**config.mk**
```make
export PLATFORM = sky130hd
export DESIGN_NAME = sync_fifo_flags_flat
export DESIGN_NICKNAME = d
export VERILOG_FILES = /design/src/rtl/sync_fifo_flags_if.sv /design/src/rtl/sync_fifo_flags.sv /design/src/flat_wrapper.sv
export SDC_FILE = /design/constraint.sdc
export NUM_CORES = 1
export LEC_CHECK = 0
export ABC_AREA = 1
export CORE_UTILIZATION = 55
export CTS_BUF_LIST = sky130_fd_sc_hd__clkbuf_8
export CTS_CLUSTER_DIAMETER = 60
export DETAILED_ROUTE_END_ITERATION = 10
export PLACE_DENSITY = 0.81
export SYNTH_ARGS = -nofsm -noshare
export SYNTH_HDL_FRONTEND = slang
export SYNTH_SLANG_ARGS = --single-unit
```
**constraint.sdc**
```tcl
create_clock -name CLK -period 2.6 [get_ports CLK]
set_input_delay 0.26 -clock CLK [delete_from_list [all_inputs] [get_ports CLK]]
set_output_delay 0.26 -clock CLK [all_outputs]
set_load 0.05 [all_outputs]
```
**src/rtl/sync_fifo_flags_if.sv**
```systemverilog
// sync_fifo_flags_if
//   Producer/consumer bundle for sync_fifo_flags.
//   master : drives flush, wr_en, wr_data, rd_en; observes data and status.
//   slave  : the FIFO side; drives rd_data, rd_valid, empty, full,
//            almost_empty, almost_full, count, overflow, underflow.
//   CW = $clog2(DEPTH)+1 is the occupancy/pointer width.
interface sync_fifo_flags_if #(
  parameter int WIDTH = 8,
  parameter int DEPTH = 4
);
  localparam int CW = $clog2(DEPTH) + 1;

  logic             flush;
  logic             wr_en;
  logic [WIDTH-1:0] wr_data;
  logic             rd_en;
  logic [WIDTH-1:0] rd_data;
  logic             rd_valid;
  logic             empty;
  logic             full;
  logic             almost_empty;
  logic             almost_full;
  logic [CW-1:0]    count;
  logic             overflow;
  logic             underflow;

  modport master (
    output flush, wr_en, wr_data, rd_en,
    input  rd_data, rd_valid, empty, full, almost_empty, almost_full,
           count, overflow, underflow
  );

  modport slave (
    input  flush, wr_en, wr_data, rd_en,
    output rd_data, rd_valid, empty, full, almost_empty, almost_full,
           count, overflow, underflow
  );
endinterface

```
**src/rtl/sync_fifo_flags.sv**
```systemverilog
// sync_fifo_flags
//   Single-clock FIFO with occupancy count, programmable almost-empty /
//   almost-full levels, pass-through write on full, sticky overflow /
//   underflow, synchronous flush and an optional registered read port.
// Ports
//   CLK   : clock, rising edge
//   reset : synchronous, active-high
//   bus   : sync_fifo_flags_if.slave (flush, write/read requests, read
//           data/valid, status flags, count, sticky error flags)
module sync_fifo_flags #(
  parameter int WIDTH      = 8,
  parameter int DEPTH      = 4,
  parameter int AE_LEVEL   = 1,
  parameter int AF_LEVEL   = DEPTH - 1,
  parameter int OUTPUT_REG = 0
) (
  input logic              CLK,
  input logic              reset,
  sync_fifo_flags_if.slave bus
);
  localparam int CW = $clog2(DEPTH) + 1;
  localparam int AW = CW - 1;
  localparam logic [CW-1:0] AE_LV  = CW'(AE_LEVEL);
  localparam logic [CW-1:0] AF_LV  = CW'(AF_LEVEL);
  localparam logic [CW-1:0] FULL_LV = CW'(DEPTH);
  localparam logic [CW-1:0] ONE    = CW'(1'b1);

  logic [WIDTH-1:0] mem_q [DEPTH];

  logic [CW-1:0]    wr_ptr_q, wr_ptr_d;
  logic [CW-1:0]    rd_ptr_q, rd_ptr_d;
  logic [CW-1:0]    count_q, count_d;
  logic             empty_q, empty_d;
  logic             full_q, full_d;
  logic             ae_q, ae_d;
  logic             af_q, af_d;
  logic             ovf_q, ovf_d;
  logic             unf_q, unf_d;
  logic             rd_valid_q, rd_valid_d;
  logic [WIDTH-1:0] rd_data_q, rd_data_d;

  logic             rd_acc;
  logic             wr_acc;
  logic [WIDTH-1:0] head_word;

  // Acceptance, next-state pointers, count, flags and registered read port.
  always_comb begin
    rd_acc     = 1'b0;
    wr_acc     = 1'b0;
    wr_ptr_d   = wr_ptr_q;
    rd_ptr_d   = rd_ptr_q;
    count_d    = count_q;
    ovf_d      = ovf_q;
    unf_d      = unf_q;
    rd_valid_d = 1'b0;
    rd_data_d  = rd_data_q;
    head_word  = mem_q[rd_ptr_q[AW-1:0]];
    if (bus.flush) begin
      // Flush discards contents and requests; sticky flags survive.
      wr_ptr_d = {CW{1'b0}};
      rd_ptr_d = {CW{1'b0}};
      count_d  = {CW{1'b0}};
    end else begin
      rd_acc = bus.rd_en && !empty_q;
      // A read in the same cycle frees a slot, so a full FIFO still takes the write.
      wr_acc = bus.wr_en && (!full_q || rd_acc);
      if (wr_acc) begin
        wr_ptr_d = wr_ptr_q + ONE;
      end else begin
        wr_ptr_d = wr_ptr_q;
      end
      if (rd_acc) begin
        rd_ptr_d   = rd_ptr_q + ONE;
        rd_data_d  = head_word;
        rd_valid_d = 1'b1;
      end else begin
        rd_ptr_d   = rd_ptr_q;
      end
      count_d = count_q + {{(CW-1){1'b0}}, wr_acc} - {{(CW-1){1'b0}}, rd_acc};
      ovf_d   = ovf_q | (bus.wr_en && !wr_acc);
      unf_d   = unf_q | (bus.rd_en && !rd_acc);
    end
    empty_d = (count_d == {CW{1'b0}});
    full_d  = (count_d == FULL_LV);
    ae_d    = (count_d <= AE_LV);
    af_d    = (count_d >= AF_LV);
  end

  // State registers with synchronous reset.
  always_ff @(posedge CLK) begin
    if (reset) begin
      wr_ptr_q   <= {CW{1'b0}};
      rd_ptr_q   <= {CW{1'b0}};
      count_q    <= {CW{1'b0}};
      empty_q    <= 1'b1;
      full_q     <= 1'b0;
      ae_q       <= 1'b1;
      af_q       <= 1'b0;
      ovf_q      <= 1'b0;
      unf_q      <= 1'b0;
      rd_valid_q <= 1'b0;
      rd_data_q  <= {WIDTH{1'b0}};
    end else begin
      wr_ptr_q   <= wr_ptr_d;
      rd_ptr_q   <= rd_ptr_d;
      count_q    <= count_d;
      empty_q    <= empty_d;
      full_q     <= full_d;
      ae_q       <= ae_d;
      af_q       <= af_d;
      ovf_q      <= ovf_d;
      unf_q      <= unf_d;
      rd_valid_q <= rd_valid_d;
      rd_data_q  <= rd_data_d;
    end
  end

  // Storage write; contents are deliberately not reset.
  always_ff @(posedge CLK) begin
    if (!reset && wr_acc) begin
      mem_q[wr_ptr_q[AW-1:0]] <= bus.wr_data;
    end
  end

  // Output mux: show-ahead head word, or the registered read result.
  always_comb begin
    if (OUTPUT_REG != 0) begin
      bus.rd_data  = rd_data_q;
      bus.rd_valid = rd_valid_q;
    end else begin
      bus.rd_data  = empty_q ? {WIDTH{1'b0}} : head_word;
      bus.rd_valid = !empty_q;
    end
  end

  assign bus.empty        = empty_q;
  assign bus.full         = full_q;
  assign bus.almost_empty = ae_q;
  assign bus.almost_full  = af_q;
  assign bus.count        = count_q;
  assign bus.overflow     = ovf_q;
  assign bus.underflow    = unf_q;
endmodule

```
**src/flat_wrapper.sv**
```systemverilog
// flat-port wrapper written by rule: the top's interface ports become plain ports
module sync_fifo_flags_flat 
#(
  parameter int WIDTH      = 8,
  parameter int DEPTH      = 4,
  parameter int AE_LEVEL   = 1,
  parameter int AF_LEVEL   = DEPTH - 1,
  parameter int OUTPUT_REG = 0
)
  (CLK, reset, bus_flush, bus_wr_en, bus_wr_data, bus_rd_en, bus_rd_data, bus_rd_valid, bus_empty, bus_full, bus_almost_empty, bus_almost_full, bus_count, bus_overflow, bus_underflow);
  sync_fifo_flags_if #(.WIDTH(WIDTH), .DEPTH(DEPTH)) bus_i ();
  input logic CLK;
  input logic reset;
  input wire logic [$bits(bus_i.flush)-1:0] bus_flush;
  input wire logic [$bits(bus_i.wr_en)-1:0] bus_wr_en;
  input wire logic [$bits(bus_i.wr_data)-1:0] bus_wr_data;
  input wire logic [$bits(bus_i.rd_en)-1:0] bus_rd_en;
  output wire logic [$bits(bus_i.rd_data)-1:0] bus_rd_data;
  output wire logic [$bits(bus_i.rd_valid)-1:0] bus_rd_valid;
  output wire logic [$bits(bus_i.empty)-1:0] bus_empty;
  output wire logic [$bits(bus_i.full)-1:0] bus_full;
  output wire logic [$bits(bus_i.almost_empty)-1:0] bus_almost_empty;
  output wire logic [$bits(bus_i.almost_full)-1:0] bus_almost_full;
  output wire logic [$bits(bus_i.count)-1:0] bus_count;
  output wire logic [$bits(bus_i.overflow)-1:0] bus_overflow;
  output wire logic [$bits(bus_i.underflow)-1:0] bus_underflow;
  assign bus_i.flush = bus_flush;
  assign bus_i.wr_en = bus_wr_en;
  assign bus_i.wr_data = bus_wr_data;
  assign bus_i.rd_en = bus_rd_en;
  assign bus_rd_data = bus_i.rd_data;
  assign bus_rd_valid = bus_i.rd_valid;
  assign bus_empty = bus_i.empty;
  assign bus_full = bus_i.full;
  assign bus_almost_empty = bus_i.almost_empty;
  assign bus_almost_full = bus_i.almost_full;
  assign bus_count = bus_i.count;
  assign bus_overflow = bus_i.overflow;
  assign bus_underflow = bus_i.underflow;
  sync_fifo_flags #(.WIDTH(WIDTH), .DEPTH(DEPTH), .AE_LEVEL(AE_LEVEL), .AF_LEVEL(AF_LEVEL), .OUTPUT_REG(OUTPUT_REG)) u_core (.CLK(CLK), .reset(reset), .bus(bus_i));
endmodule
```
==> results.md <==
* I/O pin total at 31
* CTS buffer count at 5
* Cell internal pwr at 1150 uW
* Average size of a mapped cell at 10.3 um^2
* Reg2reg start: u_core.bus.empty$_SDFF_PP1_
* CTS Sinks at 47
* First-pass GRT wire length at 5710 um
* Status: completed
* Routed wire per std cell at 12.1 um
* Min Tclk post-route at 2.31 ns
* Dpl hpwl at 2330 um
* Max-Cap Viols at 0
* Resize count post-CTS at 0
* Clock Latency Late Sink at 0.29 ns
* CP Launch Type: flip-flop
* Setup ws final at 0.286 ns
* Cell count after synthesis at 196
* Worst-path fanout max at 7
* Syn-to-layout area delta at 20.2%
* Initial DRC Count at 37
* Final setup fails at 0
* Gr usage total at 0.198
* Period utilization at 0.890
* Syn Nets at 216
* CP arrival at 2.05 ns
* Fin. max-slew vios at 0
* HP Class: flip-flop to flip-flop
* CTS Root Cell: clkbuf_8
* Post-synthesis register bit count at 47
* Finished Core Util at 0.712
* Worst Tran Pin Value at 0.507 ns
* Clock power frac at 0.247
* Req. time, crit path at 2.34 ns
* Seq pwr share at 0.505
* Vias in the first global route at 1282
* Yosys top cell by area: edfxtp_1
* Initial Util at 0.592
* Hold Startpoint: u_core.bus.underflow$_SDFFE_PP0N_
* Most common cell after layout, fill and taps aside: nand2_1
* Drt total wl at 3410 um
* Reg area at 1260 um^2
* DIE AREA at 3920 um^2
* Core area at 3420 um^2
* Sw frac at 0.318
* Drt drc at 0
* Clk buf depth at 2
* Most frequent cells in the layout: nand2_1 (46), edfxtp_1 (32), inv_1 (25), nor2_1 (24), clkdlybuf4s50_1 (23)
* Worst slack at placement at 0.219 ns
* Final Wtd Congestion at 0.724
* Slew HR at 0.661
* Warnings, synthesis at 0
* Pwr per Cell Area at 695 nW/um^2
* Peak supply drop at 0.482 mV
* CTS tree: done
* Setup Buffers After CTS at 0
* N_diodes at 0
* Final TNS setup at 0 ns
* Share of layout cells above drive strength 1 at 0.132
* Area occupied by multi-input gates at 583 um^2
* Clock-pin slew on the worst setup and hold paths at 0.08 ns
* Critical path endpoint category: output port
* Final ANT Viol Nets at 0
* CTS H-tree depth at 2
* Gr ovfl total at 0
* # hold bufs at CTS at 0
* 1st-pass router iterations at 4
* Core Rows at 21
* NetSw at 537 uW
* Critical path class: flip-flop to output port
* Fin nets at 254
* Port Buffers at 30
* Max frequency at 0.432 GHz
* Library cells used by synthesis at 20
* Die Span Y at 62.6 um
* Synth area leaders: edfxtp_1 (48%), dfxtp_1 (15%), nand2_1 (8.5%)
* Via count at 1358
* Largest net degree at the start of global routing at 17
* Combinational Power Share at 0.248
* RSZ-0062 raised after global routing: no
* Via/cell ratio at 4.83
* Die Span X at 62.6 um
* Fillers at 252
* Cell Area, Synth at 2020 um^2
* Initial antenna violation count at 0
* Post-synthesis sequential area ratio at 0.624
* Share of the synthesized area in the top cell type at 0.475
* Leakage at 0.00100 uW
* Hold Violations, Final at 0
* Clk_skew at 0.00530 ns
## cells by family (layout without fill, tap and decap cells)
logic type / count (synthesis) / in the layout / share of synthesized area
DFF: 47 / 47 / 0.624
adders and majority gates: 7 / 7 / 0.0470
buffers and inverters: 33 / 72 / 0.0879
AOI/OAI and AO/OA: 22 / 22 / 0.0545
and+or+nand+nor: 87 / 87 / 0.187
## path summary, 6_finish.rpt
| check | end | slack, ns | cells after the start |
|---|---|---|---|
| worst min-delay path | u_core.bus.underflow$_SDFFE_PP0N_ | 0.48 | 2 |
| worst min register to register | u_core.bus.underflow$_SDFFE_PP0N_ | 0.48 | 2 |
| worst max-delay path | bus_rd_data[5] | 0.29 | 5 |
| worst max register to register | u_core.bus.empty$_SDFF_PP1_ | 0.61 | 12 |
## power groups by stage
stage               combinational (uW)  sequential (uW)  clock (uW)
floorplan                          228              932           0
global placement                   412              872           0
detailed placement                 419              872           0
CTS                                420              855         423
global route                       447              859         469
finish                             419              854         417
## sequential cells by signal (all words and copies together) (netlist names), named ones only
name	cells
u_core.bus.count	3
u_core.bus.full	1
u_core.bus.empty	1
u_core.bus.almost_full	1
u_core.bus.almost_empty	1
u_core.wr_ptr_q	2
u_core.rd_ptr_q	2
u_core.bus.overflow	1
u_core.mem_q	32
u_core.bus.underflow	1
## final cells by class
class,count,share of cell area
Clock buffer,5,0.0283
Clock inverter,3,0.00823
Timing Repair Buffer,36,0.135
Multi-Input combinational cell,116,0.240
Tap cell,46,0.0237
Inverter,28,0.0463
Sequential cell,47,0.519
## per-layer routing
metal | routed length [um] | vias to the layer above | GRT usage
met2 | 1740 | 27 | 0.336
li1 | - | 708 | -
met4 | 50 | 0 | 0.0698
met3 | 105 | 5 | 0.0547
met5 | 0 | - | 0
met1 | 1520 | 618 | 0.242
## critical path, stage by stage, from the launching register on
cell and delay (ns):
dfxtp_1 0.58, nor2_2 0.08, nor2_1 0.10, o21ai_1 0.08, a21oi_1 0.12, clkdlybuf4s50_1 0.81
## metrics by stage
step | power [uW] | cells | instance area, um^2 | hold WS (ns)
2_1_floorplan | 1160 | 196 | 2020 | 0.359
3_3_place_gp | 1280 | 273 | 2340 | 0.462
3_5_place_dp | 1290 | 273 | 2340 | 0.468
4_1_cts | 1700 | 281 | 2430 | 0.483
5_1_grt | 1780 | 281 | 2430 | 0.511
6_report | 1690 | 281 | 2430 | 0.483
## synthesized netlist by cell type
| cell | count |
|---|---|
| nand2_1 | 46 |
| edfxtp_1 | 32 |
| inv_1 | 25 |
| nor2_1 | 24 |
| dfxtp_1 | 15 |
| a21oi_1 | 11 |
| o21ai_0 | 9 |
| ha_1 | 6 |
| nand3_1 | 5 |
| buf_6 | 4 |
| nor2_2 | 3 |
| nor2_4 | 3 |
| inv_2 | 2 |
| nand2_2 | 2 |
| nand3b_1 | 2 |
| nor3_1 | 2 |
| o21ai_1 | 2 |
| buf_12 | 1 |
| fa_1 | 1 |
| inv_8 | 1 |
Note: power is estimated with default switching activity, not from simulation.
